[src/rtl/uart_rx_fifo_if.sv]
// rtl/uart_rx_fifo_if.sv - Frame-in / head-out handshake bundle for the UART receive FIFO.
interface uart_rx_fifo_if #(
  parameter int DATA_WIDTH = 8
);
  logic                  data_valid;
  logic [DATA_WIDTH-1:0] P_DATA;
  logic                  par_err;
  logic                  stp_err;
  logic                  out_ready;
  logic                  out_valid;
  logic [DATA_WIDTH-1:0] out_data;
  logic                  out_par_err;
  logic                  out_stp_err;

  // master: receiver plus consumer; slave: the FIFO
  modport master (
    output data_valid, P_DATA, par_err, stp_err, out_ready,
    input  out_valid, out_data, out_par_err, out_stp_err
  );

  modport slave (
    input  data_valid, P_DATA, par_err, stp_err, out_ready,
    output out_valid, out_data, out_par_err, out_stp_err
  );
endinterface

[src/rtl/uart_rx_fifo.sv]
// rtl/uart_rx_fifo.sv - First-word fall-through FIFO for received UART frames.
// Errored frames are dropped and counted, or stored with their error tags.
module uart_rx_fifo #(
  parameter int DATA_WIDTH = 8,
  parameter int DEPTH      = 8
) (
  input  logic                     CLK,
  input  logic                     RST,
  uart_rx_fifo_if.slave            bus,
  input  logic                     drop_err_en,
  input  logic                     clr_ovf,
  output logic                     full,
  output logic                     empty,
  output logic [$clog2(DEPTH):0]   count,
  output logic                     overflow,
  output logic [7:0]               drop_cnt
);
  localparam int PTR_W = $clog2(DEPTH);
  localparam int CNT_W = PTR_W + 1;
  localparam int ENT_W = DATA_WIDTH + 2;

  logic [ENT_W-1:0] mem_q [DEPTH];
  logic [PTR_W-1:0] wr_ptr_q, wr_ptr_d;
  logic [PTR_W-1:0] rd_ptr_q, rd_ptr_d;
  logic [CNT_W-1:0] count_q, count_d;
  logic             overflow_q, overflow_d;
  logic [7:0]       drop_cnt_q, drop_cnt_d;

  logic rd_en, wr_req, wr_en, drop;

  always_comb begin
    rd_en  = ~empty & bus.out_ready;
    drop   = bus.data_valid & (bus.par_err | bus.stp_err) & drop_err_en;
    wr_req = bus.data_valid & ~drop;
    // a full FIFO still accepts a frame when the head leaves in the same cycle
    wr_en  = wr_req & (~full | rd_en);

    wr_ptr_d   = wr_ptr_q;
    rd_ptr_d   = rd_ptr_q;
    count_d    = count_q;
    overflow_d = overflow_q;
    drop_cnt_d = drop_cnt_q;

    if (wr_en) wr_ptr_d = wr_ptr_q + PTR_W'(1);
    if (rd_en) rd_ptr_d = rd_ptr_q + PTR_W'(1);

    case ({wr_en, rd_en})
      2'b10:   count_d = count_q + CNT_W'(1);
      2'b01:   count_d = count_q - CNT_W'(1);
      default: count_d = count_q;
    endcase

    if (clr_ovf) begin
      overflow_d = 1'b0;
      drop_cnt_d = 8'd0;
    end else begin
      if (wr_req && !wr_en) overflow_d = 1'b1;
      if (drop && drop_cnt_q != 8'hFF) drop_cnt_d = drop_cnt_q + 8'd1;
    end
  end

  always_ff @(posedge CLK) begin
    if (RST) begin
      wr_ptr_q   <= '0;
      rd_ptr_q   <= '0;
      count_q    <= '0;
      overflow_q <= 1'b0;
      drop_cnt_q <= 8'd0;
    end else begin
      wr_ptr_q   <= wr_ptr_d;
      rd_ptr_q   <= rd_ptr_d;
      count_q    <= count_d;
      overflow_q <= overflow_d;
      drop_cnt_q <= drop_cnt_d;
    end
  end

  // storage is left uninitialised; only the pointers define what is valid
  always_ff @(posedge CLK) begin
    if (!RST && wr_en) mem_q[wr_ptr_q] <= {bus.P_DATA, bus.par_err, bus.stp_err};
  end

  assign full     = (count_q == CNT_W'(DEPTH));
  assign empty    = (count_q == '0);
  assign count    = count_q;
  assign overflow = overflow_q;
  assign drop_cnt = drop_cnt_q;

  assign bus.out_valid = ~empty;
  assign {bus.out_data, bus.out_par_err, bus.out_stp_err} = mem_q[rd_ptr_q];
endmodule
[src/flat_wrapper.sv]
// flat-port wrapper written by rule: the top's interface ports become plain ports
module uart_rx_fifo_flat 
#(
  parameter int DATA_WIDTH = 8,
  parameter int DEPTH      = 8
)
  (CLK, RST, drop_err_en, clr_ovf, full, empty, count, overflow, drop_cnt, bus_data_valid, bus_P_DATA, bus_par_err, bus_stp_err, bus_out_ready, bus_out_valid, bus_out_data, bus_out_par_err, bus_out_stp_err);
  uart_rx_fifo_if #(.DATA_WIDTH(DATA_WIDTH)) bus_i ();
  input  logic CLK;
  input  logic RST;
  input  logic drop_err_en;
  input  logic clr_ovf;
  output logic full;
  output logic empty;
  output logic [$clog2(DEPTH):0] count;
  output logic overflow;
  output logic [7:0] drop_cnt;
  input wire logic [$bits(bus_i.data_valid)-1:0] bus_data_valid;
  input wire logic [$bits(bus_i.P_DATA)-1:0] bus_P_DATA;
  input wire logic [$bits(bus_i.par_err)-1:0] bus_par_err;
  input wire logic [$bits(bus_i.stp_err)-1:0] bus_stp_err;
  input wire logic [$bits(bus_i.out_ready)-1:0] bus_out_ready;
  output wire logic [$bits(bus_i.out_valid)-1:0] bus_out_valid;
  output wire logic [$bits(bus_i.out_data)-1:0] bus_out_data;
  output wire logic [$bits(bus_i.out_par_err)-1:0] bus_out_par_err;
  output wire logic [$bits(bus_i.out_stp_err)-1:0] bus_out_stp_err;
  assign bus_i.data_valid = bus_data_valid;
  assign bus_i.P_DATA = bus_P_DATA;
  assign bus_i.par_err = bus_par_err;
  assign bus_i.stp_err = bus_stp_err;
  assign bus_i.out_ready = bus_out_ready;
  assign bus_out_valid = bus_i.out_valid;
  assign bus_out_data = bus_i.out_data;
  assign bus_out_par_err = bus_i.out_par_err;
  assign bus_out_stp_err = bus_i.out_stp_err;
  uart_rx_fifo #(.DATA_WIDTH(DATA_WIDTH), .DEPTH(DEPTH)) u_core (.CLK(CLK), .RST(RST), .bus(bus_i), .drop_err_en(drop_err_en), .clr_ovf(clr_ovf), .full(full), .empty(empty), .count(count), .overflow(overflow), .drop_cnt(drop_cnt));
endmodule
[config.mk]
export PLATFORM = sky130hd
export DESIGN_NAME = uart_rx_fifo_flat
export DESIGN_NICKNAME = d
export VERILOG_FILES = /design/src/rtl/uart_rx_fifo_if.sv /design/src/rtl/uart_rx_fifo.sv /design/src/flat_wrapper.sv
export SDC_FILE = /design/constraint.sdc
export NUM_CORES = 1
export LEC_CHECK = 0
export ABC_AREA = 1
export CAP_MARGIN = 40
export CORE_ASPECT_RATIO = 0.6
export CORE_MARGIN = 4
export CORE_UTILIZATION = 50
export CTS_CLUSTER_SIZE = 12
export DETAILED_ROUTE_END_ITERATION = 7
export GPL_ROUTABILITY_DRIVEN = 0
export PLACE_DENSITY = 0.69
export SYNTH_ARGS = -nofsm -noshare
export SYNTH_HDL_FRONTEND = slang
export SYNTH_SLANG_ARGS = --single-unit
[constraint.sdc]
create_clock -name CLK -period 2.7 [get_ports CLK]
set_clock_uncertainty 0.15 [all_clocks]
set_input_delay 0.54 -clock CLK [delete_from_list [all_inputs] [get_ports CLK]]
set_output_delay 0.54 -clock CLK [all_outputs]
set_load 0.02 [all_outputs]
# Word-level counts from Yosys, hierarchy flattened
# Memory sizes are Yosys's and may differ from the RTL's. A register that Yosys moved wholly into a read port is not among the register bits.
# Cells that the tools add are included.
# totals
ram_bits	80
mem_count	1
in_bits	16
out_inout_bits	26
word_cells	38
register_bits	19
# classes
add_sub_neg	5
bitwise_logic	10
muxes	5
reduce_logical	8
n_eq_ne	4
# memory_table
memory	words	word_bits	rd	rd_ports_with_merged_regs	wr	line_no	text
u_core.mem_q	8	10	1	1	1	uart_rx_fifo.sv:22	logic [ENT_W-1:0] mem_q [DEPTH];
# ops
operator	count
adder 8 x 1 -> 8 bit (second input constant)	1
!= test 8 bit (second input constant)	1
one-hot mux 4 bit (2 select lines)	1
adder 3 x 1 -> 3 bit (second input constant)	2
two-way mux 3 bit	2
AND 1 bit	5
adder 4 x 1 -> 4 bit (second input constant)	1
equality test 4 bit (second input constant)	1
logical NOT 4 bit	1
subtractor 4 x 1 -> 4 bit (second input constant)	1
logical AND 1 bit	3
NOT 1 bit	3
equality test 2 x 1 -> 1 bit (second input constant)	1
equality test 2 bit (second input constant)	1
logical NOT 1 bit	2
two-way mux 1 bit	2
bitwise OR 1 bit	2
nonzero test 2 bit	1
OR reduction 2 bit	1

# Depth between registers and ports, before layout
# Gate-level depths: netlist (run 1).
# depth
ltp_word	9
depth_mapped	14
ltp_nobuf	14

# Least setup slack after synthesis (run 1)
# OpenSTA, ideal clock, no wires.
# synth_path
path_type	input port to flip-flop
startpoint	input bus_stp_err
endpoint	memory u_core.mem_q[0][0] in the netlist's numbering, enable pin
arrival_time_ps	1861
setup_slack_ps	299
t_required_ps	2160
path_buffers	0
stages	7
path_cell_list	nor2_2 nor2_4 nor2_2 nand2_2 inv_2 nand2_1 nor3_1
# synth_between
elab_chain_cells	9
# synth_rtl
element	line_no	text
start, declared	flat_wrapper.sv:21	input wire logic [$bits(bus_i.stp_err)-1:0] bus_stp_err;
bitwise OR 1 bit	uart_rx_fifo.sv:33	drop = bus.data_valid & (bus.par_err | bus.stp_err) & drop_err_en;
AND 1 bit (2 in series)	uart_rx_fifo.sv:33	
NOT 1 bit	uart_rx_fifo.sv:34	wr_req = bus.data_valid & ~drop;
AND 1 bit	uart_rx_fifo.sv:34	
AND 1 bit	uart_rx_fifo.sv:36	wr_en = wr_req & (~full | rd_en);
logical AND 1 bit	uart_rx_fifo.sv:80	if (!RST && wr_en) mem_q[wr_ptr_q] <= {bus.P_DATA, bus.par_err, bus.stp_err};
two-way mux 1 bit	uart_rx_fifo.sv:80	
two-way mux 1 bit (not written as such)	uart_rx_fifo.sv:80	
end, declared	uart_rx_fifo.sv:22	
# No other way between the ends.

==> results of run 1 <==
==> worst max-delay path: cells and delay by family (launching register included) <==
kind / cells / cell delay (ns)
buffers and inverters: 3 / 0.68
flip-flops: 1 / 0.34
AO/OA/AOI/OAI: 3 / 0.47
AND/OR/NAND/NOR: 1 / 0.04
==> power by group <==
part	switching [mW]	total (mW)	internal (mW)	leakage, nW
clock network	0.535	1.25	0.711	0.141
logic	0.627	1.03	0.402	0.906
registers	0.0491	1.80	1.75	0.902
total	1.21	4.07	2.86	1.95
==> layout make-up <==
cell class	count	area share [%]
multi-input combinational	262	23.90
clock buffer	9	4.255
tap	108	2.553
inverter	25	1.773
sequential	102	53.71
clock inverter	7	1.206
timing repair buffer	73	12.60
==> sequential cells by signal, summed over array words and instances, names as in the netlist, named ones only <==
name	flops
u_core.mem_q	80
u_core.drop_cnt	8
u_core.count	4
u_core.rd_ptr_q	3
u_core.wr_ptr_q	3
u_core.overflow	1
==> worst paths after layout <==
kind | from | to | slack (ns)
hold / removal | u_core.rd_ptr_q[2] | u_core.rd_ptr_q[2] | 0.30
setup / recovery | flop | bus_out_data[6] | 0.12
setup reg to reg | u_core.count[1] | u_core.count[3] | 0.57
hold reg to reg | u_core.rd_ptr_q[2] | u_core.rd_ptr_q[2] | 0.30
==> per-stage QoR <==
step,power [mW],cell area [um^2],TNS [ns],setup slack (ns),std cells
after global placement,2.885,5012,0,0.06524,570
final,4.074,5293,0,0.1192,586
after floorplan,2.425,4259,0,0.2991,403
after CTS,4.103,5289,0,0.08939,586
after global routing,4.296,5293,0,0.005847,586
after detailed placement,2.909,5012,-0.05046,-0.05046,570
==> cells in the final DEF (no fill, tap or decap), types with 3 or more instances in the layout <==
cell type / count
o21ai_1: 4
nand3_1: 15
clkbuf_16: 9
dlygate4sd2_1: 7
nor2_1: 70
ha_1: 5
clkdlybuf4s50_1: 31
nand2_2: 4
a21oi_1: 27
a31oi_1: 11
o21ai_0: 44
nor2_2: 3
edfxtp_1: 80
dfxtp_1: 22
buf_4: 30
inv_1: 22
clkinv_1: 3
nand2_1: 64
nor3_1: 5
clkdlybuf4s15_1: 3
==> metal layers <==
| layer | part of all wire (%) | up-vias | routed length [um] |
|---|---|---|---|
| met5 | 0 | - | 0 |
| met4 | 1.2 | 0 | 110 |
| met3 | 7.4 | 12 | 687 |
| met2 | 45 | 88 | 4167 |
| met1 | 47 | 1469 | 4376 |
| li1 | - | 1530 | - |
==> kinds of logic (layout without fill, tap and decap cells) <==
group / count (synthesis) / count (layout)
fa+ha+maj: 6 / 6
flops: 102 / 102
xor+xnor: 2 / 2
simple gates: 166 / 166
buf+inv: 39 / 114
compound gates: 88 / 88
==> flow_metrics.tcl, run 1 <==
set metrics [dict create \
    outcome "finished clean" \
    root_buffer "clkbuf_16" \
    syn_nets 425 \
    async_reset_ff_share_pct 0 \
    worst_pin_slew_ns 0.3784 \
    overflow 0 \
    io_pins 42 \
    p_leak_nw 1.948 \
    drv_cap 0 \
    ff_latch_area_um2 2843 \
    synth.mux.area_fraction_pct 0 \
    rsz0062_at_grt "false" \
    slew-limit-headroom_pct 74.68 \
    required_ns 2.01 \
    synth_area_um2 4259 \
    path_class "reg2out" \
    synth.ff_latch_count 102 \
    ctsResizeCount 10 \
    synth_xor_xnor_area_share_pct 0.4113 \
    yosysWarnings 0 \
    avgSynthCellArea_um2 10.57 \
    antenna_found_initial 0 \
    dr.pass1.iters 4 \
    syn2layout_area_growth_pct 24.27 \
    multi_input_area_um2 1265 \
    synthSimpleGateAreaFrac_pct 16.30 \
    post-route-util_pct 65.58 \
    ys_types 27 \
    cp-end-kind "output pin" \
    dpl.hpwl_mm 6.526 \
    grt_use_met3_pct 5.615 \
    syn-instance-count 403 \
    numCtsBuffers 9 \
    grt_usage_pct 19.88 \
    fmax_ghz 0.3875 \
    cts_sinks 102 \
    port_buffers 41 \
    met2_usage_pct 29.91 \
    postRouteAntennaNets 0 \
    drt-total-wl_mm 9.340 \
    fin_crit_ns 2.581 \
    fillers 620 \
    grt_pass1_vias 2986 \
    worst_path_max_delay_cell "dlygate4sd2_1" \
    cts_hold_buf 0 \
    die_area_um2 10110 \
    synthAdderAreaFrac_pct 1.939 \
    cp.arrival_ns 1.89 \
    finalSetupViolCount 0 \
    diodes 0 \
    grt-busiest-layer "met2" \
    holdWs_ns 0.3010 \
    hold_class "reg2reg" \
    die_w_um 127.2 \
    yosys-top-cells-area "edfxtp_1, dfxtp_1, nor2_1" \
    nets 495 \
    seq_area_frac_synth_pct 66.75 \
    ir_drop_v 0.0004914 \
    power_density_nw_per_um2 769.8 \
    coreArea_um2 8070 \
    grt_max_degree 31 \
    slowest_delay_ns 0.38 \
    dr_total_vias 3099 \
    die_h_um 79.49 \
    row_count 25 \
    drcViolationCount 0 \
    synth_top_area_share_pct 56.40 \
    cp_max_fo 7 \
    grt_pass1_wl_mm 15.25 \
    start_kind "flop" \
    hold_viol_final 0 \
    min_period_over_period_pct 95.59 \
    synth-compound-area-share_pct 11.05 \
    synth_area_leader_cell "edfxtp_1" \
    synth_edf_count 80 \
    start_util_pct 52.78 \
    path_cells "inv_1 > buf_4 > nor2_1 > o21ai_0 > a21oi_1 > a31oi_1 > dlygate4sd2_1" \
    drtIter0Drc 306 \
    slew_violations 0 \
    cts.path.max_buffers 2 \
    synth_top_family_by_area "simple AND/OR/NAND/NOR gates" \
    route.detailed.wl_per_inst_um 15.94 \
    postCtsSetupRepairBufs 0 \
    drive_gt1_share_pct 12.34 \
    synthTopCellsByCount "edfxtp_1, nor2_1, nand2_1, o21ai_0, a21oi_1" \
    grt.met1_usage_pct 28.31 \
    min_delay_path_depth 1 \
    clk_pin_slew_ns 0.07 \
    reg2regPathDepth 13 \
    via_per_inst 5.288 \
    cts_tree "yes" \
    yosysMostFrequentCell "edfxtp_1" \
    cts_max_level 3 \
    clk_latency_ns 0.34 \
    synth_ff_type "edfxtp_1" \
]
(Power assumes the default switching activity.)
==> inputs of run 2 (changes only) <==
--- a/config.mk
+++ b/config.mk
@@ -9,11 +9,11 @@
 export CAP_MARGIN = 40
 export CORE_ASPECT_RATIO = 0.6
 export CORE_MARGIN = 4
-export CORE_UTILIZATION = 50
-export CTS_CLUSTER_SIZE = 12
+export CORE_UTILIZATION = 31
+export CTS_CLUSTER_SIZE = 25
 export DETAILED_ROUTE_END_ITERATION = 7
 export GPL_ROUTABILITY_DRIVEN = 0
-export PLACE_DENSITY = 0.69
+export PLACE_DENSITY = 0.47
 export SYNTH_ARGS = -nofsm -noshare
 export SYNTH_HDL_FRONTEND = slang
 export SYNTH_SLANG_ARGS = --single-unit
==> run 2 against run 1 <==
Net effect:
- highest routed layer unchanged
- sequential power is essentially flat
- count of clock-buffer cells in the layout grew 1
- core utilization shrank 25 points
- first-iteration DRC count shrank 30%
- largest power group unchanged
- maximum frequency is essentially flat
- non-clock buffer count grew 2
- critical path depth shrank 1
- sequential share of layout area shrank 0.94 points
==> flow_metrics.tcl, run 2 (synthesized netlist as in run 1, its figures left out) <==
set metrics [dict create \
    nets 497 \
    power.total_mw 4.177 \
    drive_gt1_share_pct 14.58 \
    coreArea_um2 13130 \
    path_class "reg2out" \
    drtIter0Drc 215 \
    required_ns 2.01 \
    dpl.hpwl_mm 7.230 \
    dp_cells 634 \
    critPathBufInv 2 \
    die_w_um 159.3 \
    drv_cap 0 \
    grt_pass1_vias 2876 \
    dp_slack_ns 0.04078 \
    die_h_um 98.80 \
    path_cells "buf_4 > o21ai_0 > o21ai_0 > a21oi_1 > a31oi_2 > dlygate4sd1_1" \
    clock_power_share_pct 31.5 \
    finalSetupViolCount 0 \
    via_per_inst 4.737 \
    cts_tree "yes" \
    postCtsSetupRepairBufs 0 \
    cp.arrival_ns 1.89 \
    cts.path.max_buffers 2 \
    worst_pin_slew_ns 0.4019 \
    clk_pin_slew_ns 0.07 \
    cp-end-kind "output pin" \
    cp_max_fo 12 \
    slew-limit-headroom_pct 73.11 \
    tns_ns 0 \
    numCtsBuffers 9 \
    hold_viol_final 0 \
    holdWs_ns 0.2920 \
    rsz0062_at_grt "false" \
    grt_max_degree 29 \
    setup_ws_ns 0.1193 \
    p_int_mw 2.893 \
    slew_violations 0 \
    dr_total_vias 3079 \
    combPwrFrac_pct 25.3 \
    drcViolationCount 0 \
    clk_latency_ns 0.35 \
    grt_pass1_wl_mm 16.69 \
    drt-total-wl_mm 10.46 \
    cts_sinks 102 \
    io_pins 42 \
    ir_drop_v 0.0003349 \
    min_period_over_period_pct 95.58 \
    syn2layout_area_growth_pct 26.53 \
    largest_reg_flops 80 \
    postRouteAntennaNets 0 \
    root_buffer "clkbuf_16" \
    power_density_nw_per_um2 775.1 \
    p_leak_nw 1.960 \
    cp_top_family "compound AO/OA/AOI/OAI gates" \
    grt_usage_pct 13.79 \
    start_kind "flop" \
    route.detailed.wl_per_inst_um 16.10 \
    hold_class "reg2reg" \
    row_count 32 \
    slowest_delay_ns 0.35 \
    p_sw_share_pct 30.73 \
    outcome "finished clean" \
    seq_power_share_pct 43.2 \
    instances_no_fill 650 \
    switchingPower_mw 1.284 \
    ff_latch_area_um2 2844 \
    fillers 1256 \
    start_util_pct 32.43 \
    dr.pass1.iters 4 \
    final_cell_mix "edfxtp_1, nor2_1, nand2_1" \
    largest_register "u_core.mem_q" \
    diodes 0 \
    die_area_um2 15740 \
    fin_crit_ns 2.581 \
    worst_path_max_delay_cell "dfxtp_2" \
    port_buffers 41 \
    overflow 0 \
    multi_input_area_um2 1271 \
    cpMostUsedCell "o21ai_0" \
    antenna_found_initial 0 \
    final_common_cell "edfxtp_1" \
    cts_max_level 3 \
    fmax_ghz 0.3875 \
]
==> run 2: cell count changes in the layout (fill, tap and decap cells not counted), moves of 2 or more <==
| cell | before | now |
|---|---|---|
| buf_4 | 30 | 32 |
| clkbuf_2 | 0 | 3 |
| clkdlybuf4s15_1 | 3 | 1 |
| clkinv_1 | 3 | 0 |
| dlygate4sd2_1 | 7 | 5 |
| inv_1 | 22 | 20 |
| inv_2 | 2 | 4 |
==> run 2: power groups by stage <==
stage | logic (mW) | clock network, mW | registers (mW)
2_1_floorplan | 0.581 | 0 | 1.84
3_3_place_gp | 1.10 | 0 | 1.83
3_5_place_dp | 1.10 | 0 | 1.83
4_1_cts | 1.07 | 1.34 | 1.80
5_1_grt | 1.17 | 1.42 | 1.81
6_report | 1.06 | 1.32 | 1.80
==> run 2: worst reg2reg max path: stages, from the launching register on <==
cell and delay (ns):
dfxtp_1 0.34, nor2_2 0.18, nand2_2 0.09, nand2_2 0.13
inv_2 0.10, nand2_4 0.06, inv_1 0.05, ha_1 0.31
a21oi_1 0.15, nand2_1 0.08, nand3_1 0.09, nand2_1 0.07
a21oi_1 0.12, nor2_1 0.06
==> run 2: path summary, 6_finish.rpt <==
kind	cells past startpoint	from	to	slack, ns
max	6	flop	bus_out_data[0]	0.12
min	1	u_core.rd_ptr_q[2]	u_core.rd_ptr_q[2]	0.29
max reg2reg	13	u_core.count[0]	u_core.count[3]	0.63
min reg2reg	1	u_core.rd_ptr_q[2]	u_core.rd_ptr_q[2]	0.29
==> run 2: layout make-up <==
| cell class | instances | area share (%) |
|---|---|---|
| Tap cell | 170 | 3.947 |
| Inverter | 25 | 1.765 |
| Multi-Input combinational cell | 262 | 23.59 |
| Clock buffer | 10 | 4.249 |
| Timing Repair Buffer | 75 | 12.40 |
| Clock inverter | 6 | 1.277 |
| Sequential cell | 102 | 52.77 |
==> run 2: repair_timing <==
action                     in CTS  in global routing
hold buffers                    0                  0
gates resized for setup        15                 15
gates cloned                    0                  0
setup endpoints to repair      10                  7
hold endpoints to repair        0                  0
==> run 2: routing by layer <==
| layer | vias to the layer above | track usage, % | part of all wire [%] |
|---|---|---|---|
| met5 | - | 0 | 0 |
| met4 | 0 | 3.000 | 0.65 |
| met3 | 8 | 3.928 | 5.7 |
| met2 | 69 | 18.33 | 39 |
| met1 | 1465 | 21.88 | 55 |
| li1 | 1537 | - | - |
==> run 2: metrics by stage <==
step	instance area, um^2	utilization (%)
after floorplan	4259	-
after global placement	5092	38.78
after detailed placement	5092	38.78
after CTS	5386	41.02
after global routing	5389	41.03
final	5389	41.03
==> inputs of run 3 (changes only) <==
--- a/config.mk
+++ b/config.mk
@@ -10,10 +10,10 @@
 export CORE_ASPECT_RATIO = 0.6
 export CORE_MARGIN = 4
 export CORE_UTILIZATION = 31
-export CTS_CLUSTER_SIZE = 25
 export DETAILED_ROUTE_END_ITERATION = 7
 export GPL_ROUTABILITY_DRIVEN = 0
 export PLACE_DENSITY = 0.47
 export SYNTH_ARGS = -nofsm -noshare
 export SYNTH_HDL_FRONTEND = slang
 export SYNTH_SLANG_ARGS = --single-unit
+export TNS_END_PERCENT = 20
==> run 3 against run 2 <==
Net effect:
- critical path depth grew 2
- total power shrank 0.27%
- worst setup slack lost 0.035 ns
- die area is the same
- global-route usage is the same
- register-to-register slack is essentially flat
- core utilization is essentially flat
- cell area is essentially flat
- count of clock-buffer cells in the layout is the same
- maximum frequency shrank 1.3%
- first-iteration DRC count grew 10%
- critical endpoint is now bus_out_stp_err
- largest power group unchanged
==> flow_metrics.tcl, run 3 (synthesized netlist as in run 1, its figures left out) <==
set metrics [dict create \
    cp_max_fo 6 \
    power_density_nw_per_um2 773.8 \
    numCtsBuffers 9 \
    fillers 1261 \
    port_buffers 41 \
    final_cell_mix "edfxtp_1, nor2_1, nand2_1" \
    hold_viol_final 0 \
    root_buffer "clkbuf_16" \
    finalSetupViolCount 0 \
    cts_tree "yes" \
    grt_pass1_wl_mm 16.69 \
    cts.path.max_buffers 2 \
    postRouteAntennaNets 0 \
    dpl-instance-area_um2 5092 \
    multi_input_area_um2 1271 \
    clk_latency_ns 0.35 \
    grt_pass1_vias 2876 \
    drcViolationCount 0 \
    overflow 0 \
    min_period_over_period_pct 96.89 \
    dpl.hpwl_mm 7.230 \
    holdWs_ns 0.2922 \
    cpMostUsedCell "buf_4" \
    required_ns 2.01 \
    largest_register "u_core.mem_q" \
    dr_total_vias 3083 \
    cts_max_level 3 \
    critPathBufInv 4 \
    grt_usage_pct 13.79 \
    io_pins 42 \
    instances_no_fill 650 \
    drv_cap 0 \
    start_util_pct 32.43 \
    worst_pin_slew_ns 0.4063 \
    hold_class "reg2reg" \
    fin_crit_ns 2.616 \
    largest_reg_flops 80 \
    route.detailed.wl_per_inst_um 16.06 \
    outcome "finished clean" \
    diodes 0 \
    path_cells "inv_2 > buf_4 > nor2_1 > o21ai_1 > a21oi_1 > a31oi_1 > buf_4 > dlygate4sd2_1" \
    final_cell_area_um2 5384 \
    clk_pin_slew_ns 0.07 \
    slowest_delay_ns 0.40 \
    tns_ns 0 \
    cts_sinks 102 \
    worst_path_max_delay_cell "dfxtp_1" \
    via_per_inst 4.743 \
    grt_max_degree 29 \
    die_area_um2 15740 \
    ff_latch_area_um2 2843 \
    rsz0062_at_grt "true" \
    coreArea_um2 13130 \
    path_class "reg2out" \
    antenna_found_initial 0 \
    ir_drop_v 0.0003325 \
    syn2layout_area_growth_pct 26.41 \
    drt-total-wl_mm 10.44 \
    die_w_um 159.3 \
    cp_top_family "buffers and inverters" \
    start_kind "flop" \
    cp-end-kind "output pin" \
    cp.arrival_ns 1.93 \
    drtIter0Drc 237 \
    slew-limit-headroom_pct 72.82 \
    row_count 32 \
    power.total_mw 4.166 \
    nets 497 \
    dr.pass1.iters 5 \
    die_h_um 98.80 \
    dp_cells 634 \
    postCtsSetupRepairBufs 0 \
    p_leak_nw 1.958 \
    drive_gt1_share_pct 14.37 \
    final_common_cell "edfxtp_1" \
    slew_violations 0 \
    fmax_ghz 0.3823 \
]
run 3: cell types whose count changed in the layout (fill, tap and decap cells not counted), sizes merged:
cell / before / now
clkdlybuf4s15: 1 / 2
dlygate4sd2: 5 / 4
run 3: cell type report:
type	instances	share of cell area [%]
Sequential cell	102	52.80
Multi-Input combinational cell	262	23.61
Clock inverter	6	1.278
Timing Repair Buffer	75	12.34
Inverter	25	1.766
Tap cell	170	3.951
Clock buffer	10	4.253
run 3: metrics by stage:
step	worst slack [ns]	utilization, %
6_report	0.08405	41.00
5_1_grt	-0.05651	41.00
4_1_cts	0.02842	41.02
3_5_place_dp	0.04078	38.78
3_3_place_gp	0.002772	38.78
2_1_floorplan	0.2991	-
run 3: routing by layer:
metal,part of all wire (%),GRT usage (%)
met5,0,0
met1,55,21.88
met4,0.67,3.000
met2,39,18.33
met3,5.7,3.928
run 3: what timing repair did:
action | in CTS | in global routing
pin swaps | 0 | 0
gates resized for setup | 15 | 14
hold buffers | 0 | 0
endpoints found under the setup margin | 10 | 7
run 3: worst paths after layout:
path | startpoint | end | slack (ns) | cells after the start
worst max register to register | u_core.count[0] | u_core.count[3] | 0.63 | 13
worst max-delay path | flop | bus_out_stp_err | 0.08 | 8
worst min-delay path | u_core.rd_ptr_q[2] | u_core.rd_ptr_q[2] | 0.29 | 1
worst min register to register | u_core.rd_ptr_q[2] | u_core.rd_ptr_q[2] | 0.29 | 1
run 3: where the power goes:
part | internal (mW) | switching, mW
Combinational | 0.413 | 0.639
Sequential | 1.75 | 0.0514
Clock | 0.726 | 0.587
Total | 2.89 | 1.28
